## src/rtl/rpn_pkg.sv

```systemverilog
// Shared constants for the RPN operand-stack controller: opcodes, error codes,
// default data width and the controller state encoding.
package rpn_pkg;

    localparam int RPN_WIDTH = 8;

    localparam logic [3:0] OP_NOP   = 4'd0;
    localparam logic [3:0] OP_PUSH  = 4'd1;
    localparam logic [3:0] OP_POP   = 4'd2;
    localparam logic [3:0] OP_ADD   = 4'd3;
    localparam logic [3:0] OP_SUB   = 4'd4;
    localparam logic [3:0] OP_MUL   = 4'd5;
    localparam logic [3:0] OP_NEG   = 4'd6;
    localparam logic [3:0] OP_DUP   = 4'd7;
    localparam logic [3:0] OP_SWAP  = 4'd8;
    localparam logic [3:0] OP_CLEAR = 4'd9;

    localparam logic [1:0] ERR_NONE      = 2'd0;
    localparam logic [1:0] ERR_UNDERFLOW = 2'd1;
    localparam logic [1:0] ERR_OVERFLOW  = 2'd2;
    localparam logic [1:0] ERR_ILLEGAL   = 2'd3;

    typedef enum logic [1:0] {
        ST_IDLE  = 2'd0,
        ST_FETCH = 2'd1,
        ST_EXEC  = 2'd2
    } state_t;

endpackage

```

## src/rtl/rpn_stack_sequencer_if.sv

```systemverilog
// Command/status bundle between the instruction decoder (master) and the
// operand-stack controller (slave).
interface rpn_stack_sequencer_if #(
    parameter int WIDTH = 8,
    parameter int DEPTH = 16
);
    localparam int DW = $clog2(DEPTH + 1);

    logic                    cmd_valid;
    logic                    cmd_ready;
    logic [3:0]              cmd_op;
    logic signed [WIDTH-1:0] cmd_data;
    logic signed [WIDTH-1:0] top;
    logic [DW-1:0]           depth;
    logic                    err_valid;
    logic [1:0]              err_code;

    modport master (
        output cmd_valid, cmd_op, cmd_data,
        input  cmd_ready, top, depth, err_valid, err_code
    );

    modport slave (
        input  cmd_valid, cmd_op, cmd_data,
        output cmd_ready, top, depth, err_valid, err_code
    );
endinterface

```

## src/rtl/rpn_stack_ram.sv

```systemverilog
// Single-port stack RAM holding the entries below top-of-stack:
// synchronous write, registered read (1-cycle latency).
module rpn_stack_ram #(
    parameter int WIDTH   = 8,
    parameter int ENTRIES = 15,
    parameter int AW      = 4
) (
    input  logic             clk,
    input  logic [AW-1:0]    addr,
    input  logic             we,
    input  logic [WIDTH-1:0] wdata,
    output logic [WIDTH-1:0] rdata
);
    logic [WIDTH-1:0] mem [ENTRIES];

    always_ff @(posedge clk) begin
        if (we) begin
            mem[addr] <= wdata;
        end
        rdata <= mem[addr];
    end
endmodule

```

## src/rtl/rpn_stack_sequencer.sv

```systemverilog
// Operand-stack controller: keeps TOS in a register, spills lower entries to
// the stack RAM and sequences read ops through IDLE -> FETCH -> EXEC.
module rpn_stack_sequencer
    import rpn_pkg::*;
#(
    parameter int DEPTH = 16,
    parameter int WIDTH = RPN_WIDTH
) (
    input logic                 clk,
    input logic                 resetn,
    rpn_stack_sequencer_if.slave bus
);
    localparam int DW      = $clog2(DEPTH + 1);
    localparam int ENTRIES = DEPTH - 1;
    localparam int AW      = (ENTRIES > 1) ? $clog2(ENTRIES) : 1;
    localparam logic [DW-1:0] FULL = DW'(DEPTH);

    state_t                  state, state_nx;
    logic signed [WIDTH-1:0] tos, tos_nx;
    logic [DW-1:0]           dep, dep_nx;
    logic [3:0]              op_q, op_nx;
    logic                    err_vld_p1, err_vld_nx;
    logic [1:0]              err_code_p1, err_code_nx;

    logic [AW-1:0]           ram_addr, wr_idx, nos_idx;
    logic                    ram_we;
    logic [WIDTH-1:0]        ram_wdata, ram_rdata;
    logic signed [WIDTH-1:0] nos;

    function automatic logic signed [WIDTH-1:0] wrap_mul(
        input logic signed [WIDTH-1:0] a,
        input logic signed [WIDTH-1:0] b
    );
        logic signed [2*WIDTH-1:0] p;
        p = (2*WIDTH)'(a) * (2*WIDTH)'(b);
        return p[WIDTH-1:0];
    endfunction

    function automatic logic signed [WIDTH-1:0] alu(
        input logic [3:0]              op,
        input logic signed [WIDTH-1:0] a,
        input logic signed [WIDTH-1:0] b
    );
        case (op)
            OP_ADD:  return a + b;
            OP_SUB:  return a - b;
            OP_MUL:  return wrap_mul(a, b);
            default: return a;
        endcase
    endfunction

    rpn_stack_ram #(.WIDTH(WIDTH), .ENTRIES(ENTRIES), .AW(AW)) u_ram (
        .clk   (clk),
        .addr  (ram_addr),
        .we    (ram_we && resetn),
        .wdata (ram_wdata),
        .rdata (ram_rdata)
    );

    assign nos     = ram_rdata;
    assign wr_idx  = (dep != '0)         ? AW'(dep - DW'(1)) : '0;
    assign nos_idx = (dep >= DW'(2))     ? AW'(dep - DW'(2)) : '0;

    assign bus.cmd_ready = (state == ST_IDLE);
    assign bus.top       = tos;
    assign bus.depth     = dep;
    assign bus.err_valid = err_vld_p1;
    assign bus.err_code  = err_code_p1;

    always_comb begin
        state_nx    = state;
        tos_nx      = tos;
        dep_nx      = dep;
        op_nx       = op_q;
        err_vld_nx  = 1'b0;
        err_code_nx = ERR_NONE;
        ram_we      = 1'b0;
        ram_addr    = nos_idx;
        ram_wdata   = tos;

        case (state)
            ST_IDLE: begin
                if (bus.cmd_valid) begin
                    if (bus.cmd_op > OP_CLEAR) begin
                        err_vld_nx  = 1'b1;
                        err_code_nx = ERR_ILLEGAL;
                    end else begin
                        case (bus.cmd_op)
                            OP_PUSH, OP_DUP: begin
                                if (dep == FULL) begin
                                    err_vld_nx  = 1'b1;
                                    err_code_nx = ERR_OVERFLOW;
                                end else begin
                                    // An empty stack has nothing to spill below TOS.
                                    ram_we   = (dep != '0);
                                    ram_addr = wr_idx;
                                    tos_nx   = (bus.cmd_op == OP_PUSH) ? bus.cmd_data : tos;
                                    dep_nx   = dep + DW'(1);
                                end
                            end
                            OP_NEG: begin
                                if (dep == '0) begin
                                    err_vld_nx  = 1'b1;
                                    err_code_nx = ERR_UNDERFLOW;
                                end else begin
                                    tos_nx = -tos;
                                end
                            end
                            OP_CLEAR: begin
                                tos_nx = '0;
                                dep_nx = '0;
                            end
                            OP_POP: begin
                                if (dep == '0) begin
                                    err_vld_nx  = 1'b1;
                                    err_code_nx = ERR_UNDERFLOW;
                                end else begin
                                    op_nx    = bus.cmd_op;
                                    state_nx = ST_FETCH;
                                end
                            end
                            OP_ADD, OP_SUB, OP_MUL, OP_SWAP: begin
                                if (dep < DW'(2)) begin
                                    err_vld_nx  = 1'b1;
                                    err_code_nx = ERR_UNDERFLOW;
                                end else begin
                                    op_nx    = bus.cmd_op;
                                    state_nx = ST_FETCH;
                                end
                            end
                            default: ;
                        endcase
                    end
                end
            end
            ST_FETCH: begin
                state_nx = ST_EXEC;
            end
            ST_EXEC: begin
                state_nx = ST_IDLE;
                if (op_q == OP_SWAP) begin
                    ram_we = 1'b1;
                    tos_nx = nos;
                end else begin
                    // POP of the last entry reads a stale RAM word; force an empty TOS.
                    if (op_q == OP_POP && dep == DW'(1)) begin
                        tos_nx = '0;
                    end else begin
                        tos_nx = alu(op_q, nos, tos);
                    end
                    dep_nx = dep - DW'(1);
                end
            end
            default: state_nx = ST_IDLE;
        endcase
    end

    always_ff @(posedge clk) begin
        if (!resetn) begin
            state       <= ST_IDLE;
            tos         <= '0;
            dep         <= '0;
            op_q        <= OP_NOP;
            err_vld_p1  <= 1'b0;
            err_code_p1 <= ERR_NONE;
        end else begin
            state       <= state_nx;
            tos         <= tos_nx;
            dep         <= dep_nx;
            op_q        <= op_nx;
            err_vld_p1  <= err_vld_nx;
            err_code_p1 <= err_code_nx;
        end
    end
endmodule

```

## src/flat_wrapper.sv

```systemverilog
// flat-port wrapper written by rule: the top's interface ports become plain ports
module rpn_stack_sequencer_flat import rpn_pkg::*;
#(
    parameter int DEPTH = 16,
    parameter int WIDTH = RPN_WIDTH
)
  (clk, resetn, bus_cmd_valid, bus_cmd_op, bus_cmd_data, bus_cmd_ready, bus_top, bus_depth, bus_err_valid, bus_err_code);
  rpn_stack_sequencer_if #(.WIDTH(WIDTH), .DEPTH(DEPTH)) bus_i ();
  input logic clk;
  input logic resetn;
  input wire logic [$bits(bus_i.cmd_valid)-1:0] bus_cmd_valid;
  input wire logic [$bits(bus_i.cmd_op)-1:0] bus_cmd_op;
  input wire logic [$bits(bus_i.cmd_data)-1:0] bus_cmd_data;
  output wire logic [$bits(bus_i.cmd_ready)-1:0] bus_cmd_ready;
  output wire logic [$bits(bus_i.top)-1:0] bus_top;
  output wire logic [$bits(bus_i.depth)-1:0] bus_depth;
  output wire logic [$bits(bus_i.err_valid)-1:0] bus_err_valid;
  output wire logic [$bits(bus_i.err_code)-1:0] bus_err_code;
  assign bus_i.cmd_valid = bus_cmd_valid;
  assign bus_i.cmd_op = bus_cmd_op;
  assign bus_i.cmd_data = bus_cmd_data;
  assign bus_cmd_ready = bus_i.cmd_ready;
  assign bus_top = bus_i.top;
  assign bus_depth = bus_i.depth;
  assign bus_err_valid = bus_i.err_valid;
  assign bus_err_code = bus_i.err_code;
  rpn_stack_sequencer #(.DEPTH(DEPTH), .WIDTH(WIDTH)) u_core (.clk(clk), .resetn(resetn), .bus(bus_i));
endmodule
```

## config.mk

```make
export PLATFORM = sky130hd
export DESIGN_NAME = rpn_stack_sequencer_flat
export DESIGN_NICKNAME = d
export VERILOG_FILES = /design/src/rtl/rpn_pkg.sv /design/src/rtl/rpn_stack_sequencer_if.sv /design/src/rtl/rpn_stack_ram.sv /design/src/rtl/rpn_stack_sequencer.sv /design/src/flat_wrapper.sv
export SDC_FILE = /design/constraint.sdc
export NUM_CORES = 1
export LEC_CHECK = 0
export CAP_MARGIN = 20
export CELL_PAD_IN_SITES_DETAIL_PLACEMENT = 1
export CELL_PAD_IN_SITES_GLOBAL_PLACEMENT = 2
export CORE_MARGIN = 5
export CORE_UTILIZATION = 45
export DETAILED_ROUTE_END_ITERATION = 10
export PLACE_DENSITY_LB_ADDON = 0.1
export SLEW_MARGIN = 20
export SYNTH_ARGS = -nofsm -noshare
export SYNTH_HDL_FRONTEND = slang
export SYNTH_SLANG_ARGS = --single-unit
```

## constraint.sdc

```tcl
create_clock -name clk -period 13.74 [get_ports clk]
set_clock_uncertainty 0.05 [all_clocks]
set_input_delay 2.061 -clock clk [delete_from_list [all_inputs] [get_ports clk]]
set_output_delay 2.061 -clock clk [all_outputs]
set_load 0.02 [all_outputs]
```

## After elaboration in Yosys (flattened, before gate mapping)

Memory sizes are Yosys's and may differ from the RTL's. A register that Yosys moved wholly into a read port is not among the register bits.
Cells that the tools add are included.

| word-level totals | value |
|---|---|
| register bits after elaboration | 22 |
| bits in latches | 0 |
| memory bits (writable) | 120 |
| ROM bits | 0 |
| input port bits | 15 |
| output and inout bits | 17 |
| memories kept | 1 |

| operators by class | value |
|---|---|
| $add $sub $neg | 6 |
| multiply operators | 1 |
| div/mod/pow operators | 0 |
| order comparisons | 3 |
| equal/unequal tests | 31 |
| shift operators | 0 |
| muxes and demuxes | 50 |
| bitwise operators | 1 |
| reduce and logical (&&, ||, !) cells | 15 |

Memory list:

| name | depth | width | rd ports | clocked after Yosys merged registers in | write ports | line | source |
|---|---|---|---|---|---|---|---|
| u_core.u_ram.mem | 15 | 8 | 1 | 1 | 1 | rpn_stack_ram.sv:14 | `logic [WIDTH-1:0] mem [ENTRIES];` |

Operator list:

| cell | count |
|---|---|
| $mux W8 | 7 |
| $pmux W8 S3 | 2 |
| $mux W4 | 9 |
| $eq A4 B3 Y1 const B | 6 |
| $mux W5 | 4 |
| $pmux W5 S2 | 2 |
| $eq A4 B2 Y1 const B | 4 |
| $pmux W8 S2 | 1 |
| $mux W1 | 13 |
| $eq A4 B4 Y1 const B | 3 |
| $mux W2 | 6 |
| $ne A3 B3 Y1 const B | 4 |
| $reduce_and A6 Y1 | 2 |
| $ne A2 B2 Y1 const B | 5 |
| $add A8 B8 Y8 | 1 |
| $mul A8 B8 Y8 | 1 |
| $neg A8 Y8 | 1 |
| $pmux W2 S2 | 2 |
| $pmux W4 S2 | 1 |
| $sub A8 B8 Y8 | 1 |
| $reduce_and A7 Y1 | 1 |
| $ne A3 B1 Y1 const B | 2 |
| $pmux W2 S3 | 1 |
| $add A5 B1 Y5 const B | 1 |
| 24 further kinds | 27 |

## Logic depth before layout (Yosys ltp)

Gate-level depths: netlist (run 1).

| logic depth | value |
|---|---|
| word-level depth | 9 |
| depth in mapped cells | 18 |
| depth with buffers taken out | 17 |

## Hierarchy

Synthesis (run 1) repeated with hierarchy kept, for this count alone.

| unflattened totals | value |
|---|---|
| cells, all modules | 647 |
| area total of the unflattened synthesis | 8122.8 um2 |

Modules (own cells, without submodules):

| module | times used | cells an instance | area each (um2) | seq. area each (um2) |
|---|---|---|---|---|
| rpn_stack_ram | 1 | 230 | 4812.1 | 3763.6 |
| rpn_stack_sequencer | 1 | 417 | 3310.7 | 440.4 |

## Least setup slack after synthesis (run 1)

OpenSTA, ideal clock, no wires.

| timing | value |
|---|---|
| kind | reg2reg |
| start point | register u_core.tos[4] (netlist: u_core.bus.top[4]) |
| end point | register u_core.tos[7] (netlist: u_core.bus.top[7]) |
| data arrival time | 4690 ps |
| setup slack | 8882 ps |
| stages on the path, launching flop included | 18 |
| path buffers | 1 |
| clock period less this slack | 4858 ps |
| cell sequence | dfxtp_1 clkbuf_1 nand2_1 fa_1 fa_1 inv_1 ha_1 inv_1 fa_1 inv_1 ha_1 a21o_1 a21oi_1 xnor3_1 xnor3_1 a22oi_1 a21oi_1 o221a_2 |

| on the way | value |
|---|---|
| cells in the longest elaborated chain, start to end | 6 |
| elaborated cells between the ends (all ways) | 12 |
| classes of those cells | add/sub: 3; mul: 1; mux: 8 |

Ends and longest elaborated chain:

| item | line | source |
|---|---|---|
| start: declaration | rpn_stack_sequencer.sv:19 | `logic signed [WIDTH-1:0] tos, tos_nx;` |
| start signal: assignment | rpn_stack_sequencer.sv:168 | `tos <= tos_nx;` |
| parallel branches: the longest is 5 deep, another holds $mul A8 B8 Y8 | - |  |
| $pmux W8 S2 (*) | rpn_stack_sequencer.sv:81 | `case (state)` |

Every way passes the cells marked *. The select of a mux whose other input is x is not followed.
A chain may end at the register's enable or synchronous reset.

## Final worst setup path (run 1)

| timing | value |
|---|---|
| start point | input bus_cmd_op[0] |
| end point | memory u_core.u_ram.mem[4][2], enable pin |

| on the way | value |
|---|---|
| cells in the longest elaborated chain, start to end | 9 |
| elaborated cells between the ends (all ways) | 15 |
| classes of those cells | order compare: 1; eq/ne: 2; mux: 10; reduce/logical: 2 |

Ends and longest elaborated chain:

| item | line | source |
|---|---|---|
| start: declaration | flat_wrapper.sv:12 | `input wire logic [$bits(bus_i.cmd_op)-1:0] bus_cmd_op;` |
| $eq A4 B3 Y1 or $eq A4 B1 Y1 (tied branches) | rpn_stack_sequencer.sv:88 | `case (bus.cmd_op)` |
| $reduce_or A2 Y1 | rpn_stack_sequencer.sv:88 |  |
| $mux W1 | rpn_stack_sequencer.sv:88 |  |
| $mux W1 | rpn_stack_sequencer.sv:84 | `if (bus.cmd_op > OP_CLEAR) begin` |
| $mux W1 | rpn_stack_sequencer.sv:83 | `if (bus.cmd_valid) begin` |
| $pmux W1 S2 | rpn_stack_sequencer.sv:81 |  |
| $logic_and A1 B1 Y1 | rpn_stack_sequencer.sv:55 | `.we (ram_we && resetn),` |
| $mux W1 | rpn_stack_ram.sv:17 | `if (we) begin` |
| $mux W1 (not written as such) | rpn_stack_ram.sv:18 | `mem[addr] <= wdata;` |
| end: declaration | rpn_stack_ram.sv:14 |  |

Several ways; a longest one is shown, not always the timed one.

==> results of run 1 <==
## logic make-up (layout without fill, tap and decap cells)
family	after synthesis	after routing	share of synthesized area, %
simple gates	211	211	13.0
compound gates	158	158	14.0
flops	150	150	52.5
buf+inv	70	107	3.93
fa+ha+maj	48	48	8.71
xor+xnor	35	35	4.26
mux	29	29	3.62
## final cells by class
class,instances,share of cell area (%)
clock buffer,18,4.74
clock inverter,14,1.30
inverter,31,1.28
multi-input combinational,481,38.7
sequential,150,46.4
tap,225,3.11
timing repair buffer,44,4.50
## state kept, by name, summed over array words and instances, names as in the netlist
signal                flops
u_core.bus.depth          5
u_core.bus.err_code       2
u_core.bus.err_valid      1
u_core.bus.top            8
u_core.op_q               4
u_core.state              2
u_core.u_ram.mem        120
u_core.u_ram.rdata        8
## placed cells by master, fill, tap and decap left out, types with 4 or more instances in the layout
cell / count
a221oi_1: 27
edfxtp_1: 120
a21oi_1: 50
clkbuf_16: 17
or2_2: 6
nor2b_1: 7
ha_1: 35
nor2_1: 48
clkdlybuf4s50_1: 31
or3_1: 5
fa_1: 13
nand3_1: 7
and2_1: 18
inv_1: 31
a21o_1: 5
clkinvlp_4: 4
mux2i_1: 29
o221a_2: 5
xnor2_1: 25
xor2_1: 7
and3_1: 6
nand2_1: 78
a31oi_1: 5
dfxtp_1: 30
inv_6: 5
a311oi_1: 8
buf_4: 13
nand2b_1: 8
or4_1: 8
o21ai_0: 13
a22oi_1: 10
## power by group through the flow
stage	combinational, mW	sequential [mW]	clock [mW]
global placement	0.150	0.525	0
finish	0.154	0.516	0.435
detailed placement	0.154	0.526	0
global route	0.170	0.517	0.461
floorplan	0.109	0.519	0
CTS	0.155	0.516	0.439
## per-layer routing
metal	vias up	track usage (%)	part of all wire [%]
li1	2641	-	-
met1	2931	28.0	44
met2	115	40.2	53
met3	26	3.49	2.6
met4	0	4.61	1.2
met5	-	0	0
## path summary, 6_finish.rpt
path / endpoint
worst max-delay path: u_core.u_ram.mem[4][2]
worst min-delay path: u_core.state[1]
worst max register to register: u_core.bus.top[7]
worst min register to register: u_core.state[1]
## metrics by stage
stage	std cells	hold WS [ns]	utilization, %	total power [mW]
global placement	931	0.482	48.9	0.675
floorplan	701	0.447	-	0.627
finish	963	0.500	52.0	1.11
CTS	963	0.493	52.0	1.11
global route	963	0.539	52.0	1.15
detailed placement	931	0.485	48.9	0.679
==> flow_metrics.env, run 1 <==
export IMPL_cp_start_kind="primary input"
export IMPL_cts_buffers=17
export IMPL_cts_tree="done"
export IMPL_grt_ovfl_total=0
export IMPL_hpwlAfterDp_um=15200
export IMPL_r2r_slack_ns=8.61
export IMPL_netSwitchingFraction_pct=27.9
export IMPL_drive_gt1_share_pct=8.94
export IMPL_drv_cap=0
export IMPL_path_cells="clkdlybuf4s50_1 -> nor2b_1 -> and3_1 -> a211oi_2 -> or2_2 -> buf_4 -> or3_1 -> nor2_1"
export IMPL_yosysMostFrequentCell="edfxtp_1"
export IMPL_numPortBuffers=31
export IMPL_regArea_um2=4200
export IMPL_power_switching_uw=308
export IMPL_grt_pass1_wl_um=34200
export IMPL_synth_area_leaders="edfxtp_1 45%, dfxtp_1 7.5%, ha_1 5.5%, nand2_1 3.7%, mux2i_1 3.6%"
export IMPL_r2r_start="u_core.bus.top[2]"
export IMPL_root_buffer="clkbuf_16"
export IMPL_min_path_type="reg -> reg"
export IMPL_synth_distinct_cells=63
export IMPL_nNetsFinal=788
export IMPL_io_pins=32
export IMPL_ys_seq_elements=150
export IMPL_fin_tns_setup_ns=0
export IMPL_ys_seq_area_share_pct=52.5
export IMPL_initial_core_util_pct=46.0
export IMPL_track_usage_pct=22.1
export IMPL_crit_start="bus_cmd_op[0]"
export IMPL_placementRows=48
export IMPL_synth_main_ff_cell="edfxtp_1"
export IMPL_wl_um=22100
export IMPL_drt_antenna_violating_nets=0
export IMPL_core_um2=17400
export IMPL_p_int_uw=797
export IMPL_fillerInstances=1851
export IMPL_clock_fmax_ghz=0.186
export IMPL_die_y_um=143
export IMPL_dpl_cell_area_um2=8510
export IMPL_critPathSlowestCell="clkdlybuf4s50_1"
export IMPL_cp_depth=8
export IMPL_path_max_fanout=58
export IMPL_grt_max_degree=67
export IMPL_fin_area_um2=9060
export IMPL_fin_ws_ns=8.36
export IMPL_period_share_pct=39.2
export IMPL_cts_setup_buffers=0
export IMPL_die_area_um2=20600
export IMPL_die_w_um=143
export IMPL_yosys_top_cells_count="120 x edfxtp_1, 78 x nand2_1, 50 x a21oi_1, 49 x nor2_1, 35 x ha_1"
export IMPL_viasPerCell=5.93
export IMPL_drc=0
export IMPL_dr_pass1_iters=5
export IMPL_diodes=0
export IMPL_num_vias=5713
export IMPL_rsz0062_at_grt="no"
export IMPL_synth_nets=764
export IMPL_setup_viol=0
export IMPL_critPathRequiredTime_ns=13.74
export IMPL_syn_to_final_growth_pct=13.0
export IMPL_path_buf_inv=2
export IMPL_power_per_cell_area_nw_per_um2=122
export IMPL_layout_min_cycle_time_ns=5.38
export IMPL_htree_levels=4
export IMPL_whs_path_depth=1
export IMPL_cpPeakStageDelay_ns=0.67
export IMPL_antenna_found_initial=0
export IMPL_hold_violations=0
export IMPL_synth_area_leader_cell="edfxtp_1"
export IMPL_multi_input_area_um2=3500
export IMPL_outcome="finished, final reports clean"
export IMPL_end_kind="flip-flop"
export IMPL_slew_headroom_pct=39.3
export IMPL_worstHoldStart="u_core.state[1]"
export IMPL_path_clk_slew_ns=0.06
export IMPL_crit_type="in -> reg"
export IMPL_synth_edff_count=120
export IMPL_netlist_area_leader_share_pct=45.0
export IMPL_syn_inst=701
export IMPL_crit_family="simple AND/OR/NAND/NOR gates"
export IMPL_async_flop_share_pct=0
export IMPL_cts_max_path_buffers=2
export IMPL_max_vdd_ir_drop_v=0.0000864
export IMPL_clk_latency_ns=0.42
export IMPL_yosys_warnings=0
export IMPL_slew_viol_final=0
export IMPL_gp_congestion=0.825
export IMPL_synth_area_um2=8020
export IMPL_post_place_ws_ns=7.95
export IMPL_tightest_slew_ns=0.910
export IMPL_drtIter0Drc=288
export IMPL_cts_resized=0
export IMPL_r2r_worst_path_cells=16
export IMPL_cts_sinks=150
export IMPL_clock_power_share_pct=39.4
export IMPL_ctsHoldBuffers=0
export IMPL_wire_per_inst_um=23.0
export IMPL_avgSynthCellArea_um2=11.4
export IMPL_cp_arrival_ns=5.39
export IMPL_pwr_share_comb_pct=14.0
export IMPL_p_leak_nw=3.31
export IMPL_grt_pass1_vias=5938
export IMPL_seqPwrFrac_pct=46.7
Power figures use the tool's default switching activity.
==> run 2: changes to the inputs <==
--- a/config.mk
+++ b/config.mk
@@ -9,7 +9,7 @@
 export CELL_PAD_IN_SITES_DETAIL_PLACEMENT = 1
 export CELL_PAD_IN_SITES_GLOBAL_PLACEMENT = 2
 export CORE_MARGIN = 5
-export CORE_UTILIZATION = 45
+export CORE_UTILIZATION = 38
 export DETAILED_ROUTE_END_ITERATION = 10
 export PLACE_DENSITY_LB_ADDON = 0.1
 export SLEW_MARGIN = 20
==> constraint.sdc (replaced) <==
create_clock -name clk -period 4.8 [get_ports clk]
set_clock_uncertainty 0.05 [all_clocks]
set_input_delay 0.72 -clock clk [delete_from_list [all_inputs] [get_ports clk]]
set_output_delay 0.72 -clock clk [all_outputs]
set_load 0.02 [all_outputs]
==> run 2 against run 1 <==
Effect of this change: non-clock buffer count is 31 higher; count of clock-buffer cells in the layout is 1 lower; combinational power grew to 3.2 times the previous value; global-route usage is 2.5 points lower; utilization is 7.2 points lower; via count is 0.58% lower; highest routed layer is now met5; sequential share of layout area is 1.5 points lower; critical path depth is 8 higher; die area is 17% higher.
==> flow_metrics.env, run 2 (same netlist as run 1, synthesis figures left out) <==
export IMPL_p_leak_nw=3.48
export IMPL_hold_violations=0
export IMPL_diodes=0
export IMPL_most_common_layout_cells="120 x edfxtp_1, 78 x nand2_1, 50 x a21oi_1"
export IMPL_drt_antenna_violating_nets=0
export IMPL_grt_pass1_wl_um=36200
export IMPL_wl_um=22900
export IMPL_r2r_end="u_core.bus.top[7]"
export IMPL_post_place_ws_ns=0.107
export IMPL_antenna_found_initial=2
export IMPL_die_w_um=155
export IMPL_cts_buffers=17
export IMPL_track_usage_pct=19.6
export IMPL_cpPeakStageDelay_ns=0.56
export IMPL_clock_fmax_ghz=0.219
export IMPL_die_y_um=155
export IMPL_slew_headroom_pct=33.2
export IMPL_tightest_slew_ns=1.00
export IMPL_max_vdd_ir_drop_v=0.000153
export IMPL_root_buffer="clkbuf_16"
export IMPL_multi_input_area_um2=3500
export IMPL_io_pins=32
export IMPL_htree_levels=4
export IMPL_r2r_start="u_core.bus.top[2]"
export IMPL_clk_latency_ns=0.42
export IMPL_regArea_um2=4210
export IMPL_fin_area_um2=9370
export IMPL_largest_register_ffs=120
export IMPL_top_register="u_core.u_ram.mem"
export IMPL_drtIter0Drc=296
export IMPL_gp_congestion=0.832
export IMPL_path_max_fanout=6
export IMPL_end_kind="flip-flop"
export IMPL_dpl_cell_area_um2=8820
export IMPL_power_per_cell_area_nw_per_um2=342
export IMPL_drive_gt1_share_pct=13.0
export IMPL_initial_core_util_pct=38.4
export IMPL_outcome="finished, final reports clean"
export IMPL_drv_cap=0
export IMPL_cp_start_kind="flip-flop"
export IMPL_final_cells=1043
export IMPL_wire_per_inst_um=21.9
export IMPL_viasPerCell=5.45
export IMPL_cts_sinks=150
export IMPL_cts_max_path_buffers=2
export IMPL_setup_viol=0
export IMPL_core_um2=20900
export IMPL_critPathSlowestCell="fa_1"
export IMPL_power_mw=3.20
export IMPL_fin_ws_ns=0.232
export IMPL_cp_arrival_ns=4.83
export IMPL_critPathRequiredTime_ns=5.06
export IMPL_layout_min_cycle_time_ns=4.57
export IMPL_dr_pass1_iters=5
export IMPL_crit_type="reg -> reg"
export IMPL_whs_path_depth=0
export IMPL_fillerInstances=2250
export IMPL_power_switching_uw=902
export IMPL_worstHoldStart="u_core.bus.top[4]"
export IMPL_syn_to_final_growth_pct=16.9
export IMPL_hpwlAfterDp_um=16200
export IMPL_die_area_um2=24100
export IMPL_rsz0062_at_grt="no"
export IMPL_min_to="u_core.u_ram.mem[8][4]"
export IMPL_netSwitchingFraction_pct=28.2
export IMPL_p_int_mw=2.30
export IMPL_nNetsFinal=819
export IMPL_path_cells="nand2_1 -> fa_1 -> fa_1 -> inv_1 -> ha_1 -> inv_1 -> fa_1 -> inv_1 -> ha_1 -> a21o_1 -> a21oi_1 -> xnor3_1 -> xnor3_1 -> a22oi_1 -> a21oi_1 -> o221a_2"
export IMPL_grt_ovfl_total=0
export IMPL_r2r_slack_ns=0.23
export IMPL_cts_setup_buffers=0
export IMPL_pwr_share_comb_pct=15.4
export IMPL_placed_cells=1012
export IMPL_period_share_pct=95.2
export IMPL_num_vias=5680
export IMPL_fin_tns_setup_ns=0
export IMPL_numPortBuffers=31
export IMPL_drc=0
export IMPL_grt_max_degree=30
export IMPL_slew_viol_final=0
export IMPL_r2r_worst_path_cells=16
export IMPL_placementRows=53
export IMPL_clock_power_share_pct=39.2
export IMPL_path_clk_slew_ns=0.07
export IMPL_seqPwrFrac_pct=45.3
export IMPL_min_path_type="reg -> reg"
export IMPL_grt_pass1_vias=6116
export IMPL_final_common_cell="edfxtp_1"
export IMPL_cts_tree="done"
run 2: cell count changes in the layout (fill, tap and decap cells not counted), sizes merged:
cell / change
inv: +1
clkbuf: -1
clkinv: +1
buf: +31
clkinvlp: -2
run 2: area by class of cell:
| class | count | share of cell area, % |
|---|---|---|
| clock buffer | 17 | 4.54 |
| clock inverter | 14 | 1.26 |
| inverter | 31 | 1.24 |
| multi-input combinational | 481 | 37.4 |
| sequential | 150 | 45.0 |
| tap | 275 | 3.67 |
| timing repair buffer | 75 | 6.97 |
run 2: layer usage:
metal  GRT usage (%)  part of all wire (%)
met1            25.8                    45
met2            34.1                    51
met3            3.12                   2.7
met4            4.96                   1.0
met5               0                  0.12
run 2: timing repair:
action,CTS,global route
hold buffers,0,0
gates resized for setup,0,2
setup endpoints to repair,0,1
run 2: critical path, delay by kind of cell, from the launching register on:
kind / cells / cell delay, ns
AO/OA/AOI/OAI: 5 / 0.84
buffers and inverters: 3 / 0.16
adder cells (fa/ha/maj): 5 / 2.06
AND/OR/NAND/NOR: 1 / 0.10
flip-flops: 1 / 0.44
XOR/XNOR: 2 / 0.80
run 2: power groups by stage:
| stage | clock (mW) | sequential [mW] | combinational (mW) |
|---|---|---|---|
| after floorplan | 0 | 1.48 | 0.311 |
| after global placement | 0 | 1.48 | 0.483 |
| after detailed placement | 0 | 1.48 | 0.496 |
| after CTS | 1.27 | 1.45 | 0.499 |
| after global routing | 1.34 | 1.45 | 0.547 |
| final | 1.26 | 1.45 | 0.494 |
run 2: worst max path at each step:
stage	from	to	slack [ns]	cells past startpoint
after floorplan	u_core.bus.top[2]	u_core.bus.top[7]	0.01	17
final	u_core.bus.top[2]	u_core.bus.top[7]	0.23	16
after CTS	u_core.u_ram.rdata[2]	u_core.bus.top[7]	0.11	15
after detailed placement	u_core.u_ram.rdata[2]	u_core.bus.top[7]	0.11	15
after global routing	u_core.bus.top[4]	u_core.bus.top[7]	0.04	16
after global placement	u_core.u_ram.rdata[2]	u_core.bus.top[7]	0.26	15
run 2: stage by stage:
step | hold slack (ns) | utilization, %
after floorplan | 0.447 | -
after global placement | 0.484 | 42.2
after detailed placement | 0.482 | 42.2
after CTS | 0.491 | 44.8
after global routing | 0.493 | 44.8
final | 0.475 | 44.8
